--- config.mk ---
export PLATFORM = sky130hd
export DESIGN_NAME = psum_accum_quant
export DESIGN_NICKNAME = d
export VERILOG_FILES = /design/src/rtl/cim_pkg.sv /design/src/rtl/quant_lane.sv /design/src/rtl/psum_accum_quant.sv
export SDC_FILE = /design/constraint.sdc
export NUM_CORES = 2
export LEC_CHECK = 0
export BUFFER_PORTS_ARGS = -buffer_cell sky130_fd_sc_hd__buf_2
export CORE_UTILIZATION = 30
export DETAILED_ROUTE_END_ITERATION = 8
export SKIP_LAST_GASP = 1
export SLEW_MARGIN = 10
export SYNTH_ARGS = -nofsm -noshare
export SYNTH_HDL_FRONTEND = slang
export SYNTH_SLANG_ARGS = --single-unit
export TNS_END_PERCENT = 100
--- constraint.sdc ---
create_clock -name clk -period 8.6 [get_ports clk]
set_input_delay 1.72 -clock clk [delete_from_list [all_inputs] [get_ports clk]]
set_output_delay 1.72 -clock clk [all_outputs]
set_load 0.02 [all_outputs]
--- src/rtl/cim_pkg.sv ---
// rtl/cim_pkg.sv - shared widths and FSM state type for the partial-sum accumulator/quantizer
package cim_pkg;

    localparam int N_LANE = 8;
    localparam int IN_W   = 18;
    localparam int ACC_W  = 24;
    localparam int OUT_W  = 4;
    localparam int CNT_W  = 6;
    localparam int SH_W   = 5;

    typedef enum logic [1:0] {
        ACC = 2'd0,
        QNT = 2'd1,
        OUT = 2'd2
    } state_t;

endpackage

--- src/rtl/quant_lane.sv ---
// rtl/quant_lane.sv - round, arithmetic-shift and saturate one accumulator lane to OUT_W bits
// PSUM_RELU_EN selects unsigned ReLU clamp [0,15] instead of signed clamp [-8,7].
module quant_lane
    import cim_pkg::*;
(
    input  logic signed [ACC_W-1:0] acc,
    input  logic [SH_W-1:0]         shift,
    output logic [OUT_W-1:0]        q
);

    // One guard bit so the rounding add can never wrap.
    logic signed [ACC_W:0] rnd;
    logic signed [ACC_W:0] sum;
    logic signed [ACC_W:0] shr;

    always_comb begin
        rnd = '0;
        if (shift != '0) begin
            rnd = {{ACC_W{1'b0}}, 1'b1} << (shift - SH_W'(1));
        end
        sum = {acc[ACC_W-1], acc} + rnd;
        shr = sum >>> shift;
    end

`ifdef PSUM_RELU_EN
    localparam logic signed [ACC_W:0] U_MAX = (ACC_W+1)'(2**OUT_W - 1);

    always_comb begin
        if (shr[ACC_W]) begin
            q = '0;
        end else if (shr > U_MAX) begin
            q = U_MAX[OUT_W-1:0];
        end else begin
            q = shr[OUT_W-1:0];
        end
    end
`else
    localparam logic signed [ACC_W:0] Q_MAX = (ACC_W+1)'(2**(OUT_W-1) - 1);
    localparam logic signed [ACC_W:0] Q_MIN = -(ACC_W+1)'(2**(OUT_W-1));

    always_comb begin
        if (shr > Q_MAX) begin
            q = Q_MAX[OUT_W-1:0];
        end else if (shr < Q_MIN) begin
            q = Q_MIN[OUT_W-1:0];
        end else begin
            q = shr[OUT_W-1:0];
        end
    end
`endif

endmodule

--- src/rtl/psum_accum_quant.sv ---
// rtl/psum_accum_quant.sv - accumulate num_tiles beats of 8 partial-sum lanes, requantize to 4b each
// Optional macro PSUM_RELU_EN (in quant_lane) switches output lanes to unsigned ReLU.
module psum_accum_quant
    import cim_pkg::*;
(
    input  logic                      clk,
    input  logic                      rst,
    input  logic                      in_valid,
    output logic                      in_ready,
    input  logic [N_LANE*IN_W-1:0]    in_data,
    input  logic [CNT_W-1:0]          cfg_num_tiles,
    input  logic [SH_W-1:0]           cfg_shift,
    output logic                      out_valid,
    input  logic                      out_ready,
    output logic [N_LANE*OUT_W-1:0]   out_data,
    output logic                      busy
);

    state_t state;
    state_t state_nxt;

    logic [CNT_W-1:0]        tile_cnt;
    logic [CNT_W-1:0]        num_tiles_q;
    logic [CNT_W-1:0]        cfg_tiles_eff;
    logic [CNT_W-1:0]        cur_tiles;
    logic [SH_W-1:0]         shift_q;
    logic signed [ACC_W-1:0] acc      [N_LANE];
    logic signed [ACC_W-1:0] lane_ext [N_LANE];
    logic [N_LANE*OUT_W-1:0] q_all;
    logic                    beat;
    logic                    last_beat;

    assign in_ready      = (state == ACC) && !rst;
    assign beat          = in_valid && in_ready;
    assign cfg_tiles_eff = (cfg_num_tiles == '0) ? CNT_W'(1) : cfg_num_tiles;
    // The first beat of a group must judge "last" from live config; later beats use the latched copy.
    assign cur_tiles     = (tile_cnt == '0) ? cfg_tiles_eff : num_tiles_q;
    assign last_beat     = (tile_cnt == cur_tiles - CNT_W'(1));
    assign busy          = (tile_cnt != '0) || (state != ACC);

    always_ff @(posedge clk) begin
        if (rst) begin
            state <= ACC;
        end else begin
            state <= state_nxt;
        end
    end

    always_comb begin
        state_nxt = state;
        case (state)
            ACC:     if (beat && last_beat) state_nxt = QNT;
            QNT:     state_nxt = OUT;
            OUT:     if (out_ready) state_nxt = ACC;
            default: state_nxt = ACC;
        endcase
    end

    always_ff @(posedge clk) begin
        if (rst) begin
            tile_cnt    <= '0;
            num_tiles_q <= '0;
            shift_q     <= '0;
            out_valid   <= 1'b0;
            out_data    <= '0;
            for (int i = 0; i < N_LANE; i++) begin
                acc[i] <= '0;
            end
        end else begin
            if (beat) begin
                if (tile_cnt == '0) begin
                    num_tiles_q <= cfg_tiles_eff;
                    shift_q     <= cfg_shift;
                end
                for (int i = 0; i < N_LANE; i++) begin
                    if (tile_cnt == '0) begin
                        acc[i] <= lane_ext[i];
                    end else begin
                        acc[i] <= acc[i] + lane_ext[i];
                    end
                end
                tile_cnt <= last_beat ? '0 : tile_cnt + CNT_W'(1);
            end
            if (state == QNT) begin
                out_data  <= q_all;
                out_valid <= 1'b1;
            end else if (state == OUT && out_ready) begin
                out_valid <= 1'b0;
            end
        end
    end

    for (genvar g = 0; g < N_LANE; g++) begin : g_lane
        assign lane_ext[g] = {{(ACC_W-IN_W){in_data[g*IN_W+IN_W-1]}}, in_data[g*IN_W +: IN_W]};

        quant_lane u_quant (
            .acc   (acc[g]),
            .shift (shift_q),
            .q     (q_all[g*OUT_W +: OUT_W])
        );
    end

endmodule

==> out/qor.csv <==
stage,metric,value,unit
timing,final setup margin,1.11,ns
setup_path,critical path required time,9.12,ns
place,Final Wtd Congestion,1.05,
setup_path,critical path type,reg2reg,
logic_synthesis,"Warnings, synthesis",0,
die,Die Wd,381,um
setup_path,Crit path largest cell delay,0.86,ns
cts,Hold Buf Count CTS,0,
power_and_ir_drop,Tot Pwr,6.96,mW
place,Port Buffer Count,193,
setup_path,Setup crit end kind,flip-flop,
setup_path,Slowest cell on crit path,nor3_2,
cts,"Clk Latency, worst-skew pair",0.63,ns
die,row count,138,
logic_synthesis,synth cell count leaders,"nand2_1 (658), nor2_1 (576), a21oi_1 (566)",
global_routing,GRT Total Usage,0.259,
timing,Slew HR,0.219,
logic_synthesis,"area leader, netlist",edfxtp_1,
die,Die Area,145000,sq um
logic_synthesis,area of the mapped netlist,43100,sq um
cts,Post-CTS Setup Inserts,0,
setup_path,Crit Path Max Fanout,26,
route,ANT nets after route,0,
die,CORE AREA,142000,sq um
die,Starting Density,0.304,
power_and_ir_drop,Power per Cell Area,146,nW/um^2
route,total wire length,197,mm
power_and_ir_drop,Worst VDD drop,0.142,mV
outcome,outcome,completed,
timing,highest clock rate,134,MHz
finish,fin util,0.334,
logic_synthesis,ys async rst share,0,
setup_path,CP arrival,8.01,ns
logic_synthesis,Synth top area share,0.134,
global_routing,first-pass GRT wire length,290,mm
cts,post-cts sizing count,0,
timing,Setup TNS,0,ns
logic_synthesis,Syn Nets,6384,
finish,share of cells above drive strength 1,0.109,
global_routing,initial antenna violation count,17,
timing,Final setup violation count,0,
flow_run,Max Cap Viol,0,
global_routing,total congestion overflow,0,
logic_synthesis,Post-synth EDFFs,192,
timing,minimum clock period,7.49,ns
setup_path,crit path buf inv count,2,
logic_synthesis,Synth Area per Inst,7.35,sq um
finish,Final nets,6393,
timing,Fin. Hold Viols,0,
cts,H-tree levels,2,
route,Routed WL per cell,25.2,um
timing,fin. max-slew vios,0,
setup_path,sequence of cells on the critical path,clkinv_2 > nand2_1 > nor3_2 > buf_4 > ha_1 > and2_1 > nand2_1 > nor4b_1 > o22ai_1 > a211oi_2 > a211oi_1 > xnor2_1 > nor2_1 > a211oi_1 > o21ai_0 > a2111oi_0 > nand3_1 > nor4_1 > a21oi_1 > nor4_1,
route,DR iter-0 viols,5709,
cts,clock root cell,clkbuf_16,
logic_synthesis,ranking of synthesized cells by area,"edfxtp_1 (13%), ha_1 (9.8%), a21oi_1 (6.6%)",
hold_path,hold crit path type,reg2reg,
cts,TritonCTS Buffers,37,
die,DIE HEIGHT,381,um
timing,Tcrit/Tclk final,0.871,
route,Initial DRT Pass Iterations,6,
timing,slew at the pin closest to its max-slew limit,1.17,ns
timing,Clock Skew,0.0548,ns
setup_path,critical path launch point type,flip-flop,
place,Placed Instances,7730,
logic_synthesis,Main synth FF type,edfxtp_1,
place,Place WS,1.47,ns
power_and_ir_drop,Leak,19.4,nW
route,Via density,6.17,
global_routing,vias in the first global route,44400,
logic_synthesis,top-count cell post-synth,nand2_1,
finish,Layout Cells excl Fill,7804,
cts,"Reg clk slew, reported paths",0.08,ns
cts,CTS tree,done,
logic_synthesis,number of synthesized register bits,244,
logic_synthesis,cells after synthesis,5870,
die,num ports,194,
route,Via Count,48200,
global_routing,largest net degree at the start of global routing,131,
finish,Layout area overhead,10.1,%
route,DRC Markers,0,
logic_synthesis,Synth cell types,136,
cts,Num Clock Sinks,244,
timing,RSZ-0062 raised after global routing,no,
cts,clk buf depth,3,
setup_path,cell family with the largest share of critical-path delay,simple AND/OR/NAND/NOR gates,
logic_synthesis,sequential fraction of the synthesis area,0.158,
place,HPWL Detailed,145,mm
routing by layer:
metal / part of all wire / global-route usage / routed length [um] / vias up
met3: 0.097 / 0.0554 / 19100 / 556
met5: 0.00042 / 0 / 83 / -
met4: 0.064 / 0.140 / 12600 / 14
met2: 0.42 / 0.387 / 81900 / 2410
met1: 0.42 / 0.346 / 83200 / 22900
li1: - / - / - / 22200
stage by stage:
stage               hold slack [ns]  instance area [sq um]
floorplan                     0.436                  43100
global placement              0.441                  46300
detailed placement            0.447                  46300
CTS                           0.455                  47500
global route                  0.480                  47500
finish                        0.451                  47500
flip-flops by register name (all words and copies together), names as in the netlist:
register	cells
acc	192
out_data	32
num_tiles_q	6
tile_cnt	6
shift_q	5
state	2
out_valid	1
where the power goes:
part           switching [mW]  internal (mW)
logic                    2.33           1.36
clock network           0.704          0.971
registers               0.179           1.42
layout make-up:
type	instances	area, sq um
Antenna cell	6	15.0
Clock buffer	50	1040
Clock inverter	18	204
Fill cell	15100	94600
Inverter	144	554
Multi-Input combinational cell	5112	34400
Sequential cell	244	6830
Tap cell	1890	2360
Timing Repair Buffer	340	2110
cells by family after synthesis:
group                    count (synthesis)  synth area share
XOR/XNOR                               344            0.0704
AO/OA/AOI/OAI                         2002             0.313
flip-flops                             244             0.158
adder cells (fa/ha/maj)                374             0.110
AND/OR/NAND/NOR                       2173             0.239
buffers and inverters                  514            0.0469
multiplexers                           219            0.0632
cell usage in the layout (no fill, tap or decap), types with 27 or more instances in the layout:
cell         n
nor2_1     566
a21o_1      98
nand4_1     56
o22ai_1     37
xnor2_1    240
buf_2      192
mux2_2      53
a211o_1     31
inv_1      137
nor2b_1     56
edfxtp_1   192
nand2b_1    66
nor3_1     205
o21ai_0    346
mux4_2      37
a21oi_1    566
a22oi_1     30
or2_2       32
o31ai_1     34
dfxtp_1     47
buf_4      145
mux2i_1    127
and2_1      57
a221oi_1    30
o21a_1      60
and3_1      65
o2111ai_1   27
o211ai_1    85
a31oi_1     72
a211oi_1   139
a21boi_0    42
nor4_1      32
clkbuf_16   40
ha_1       339
xor2_1     101
nand2_1    654
or3_1       74
nand3_1    174
worst min-delay path, stage by stage (launching register included):
cell     delay, ns
dfxtp_1       0.30
nand2_1       0.05
a21oi_1       0.05
path summary, 6_finish.rpt:
kind / start / depth (start not counted) / slack (ns) / end
setup / recovery: shift_q[2] / 20 / 1.11 / out_data[25]
hold / removal: out_data[3] / 2 / 0.45 / out_data[3]
setup reg to reg: shift_q[2] / 20 / 1.11 / out_data[25]
hold reg to reg: out_data[3] / 2 / 0.45 / out_data[3]
No activity file was read; power rests on OpenSTA's default activity.
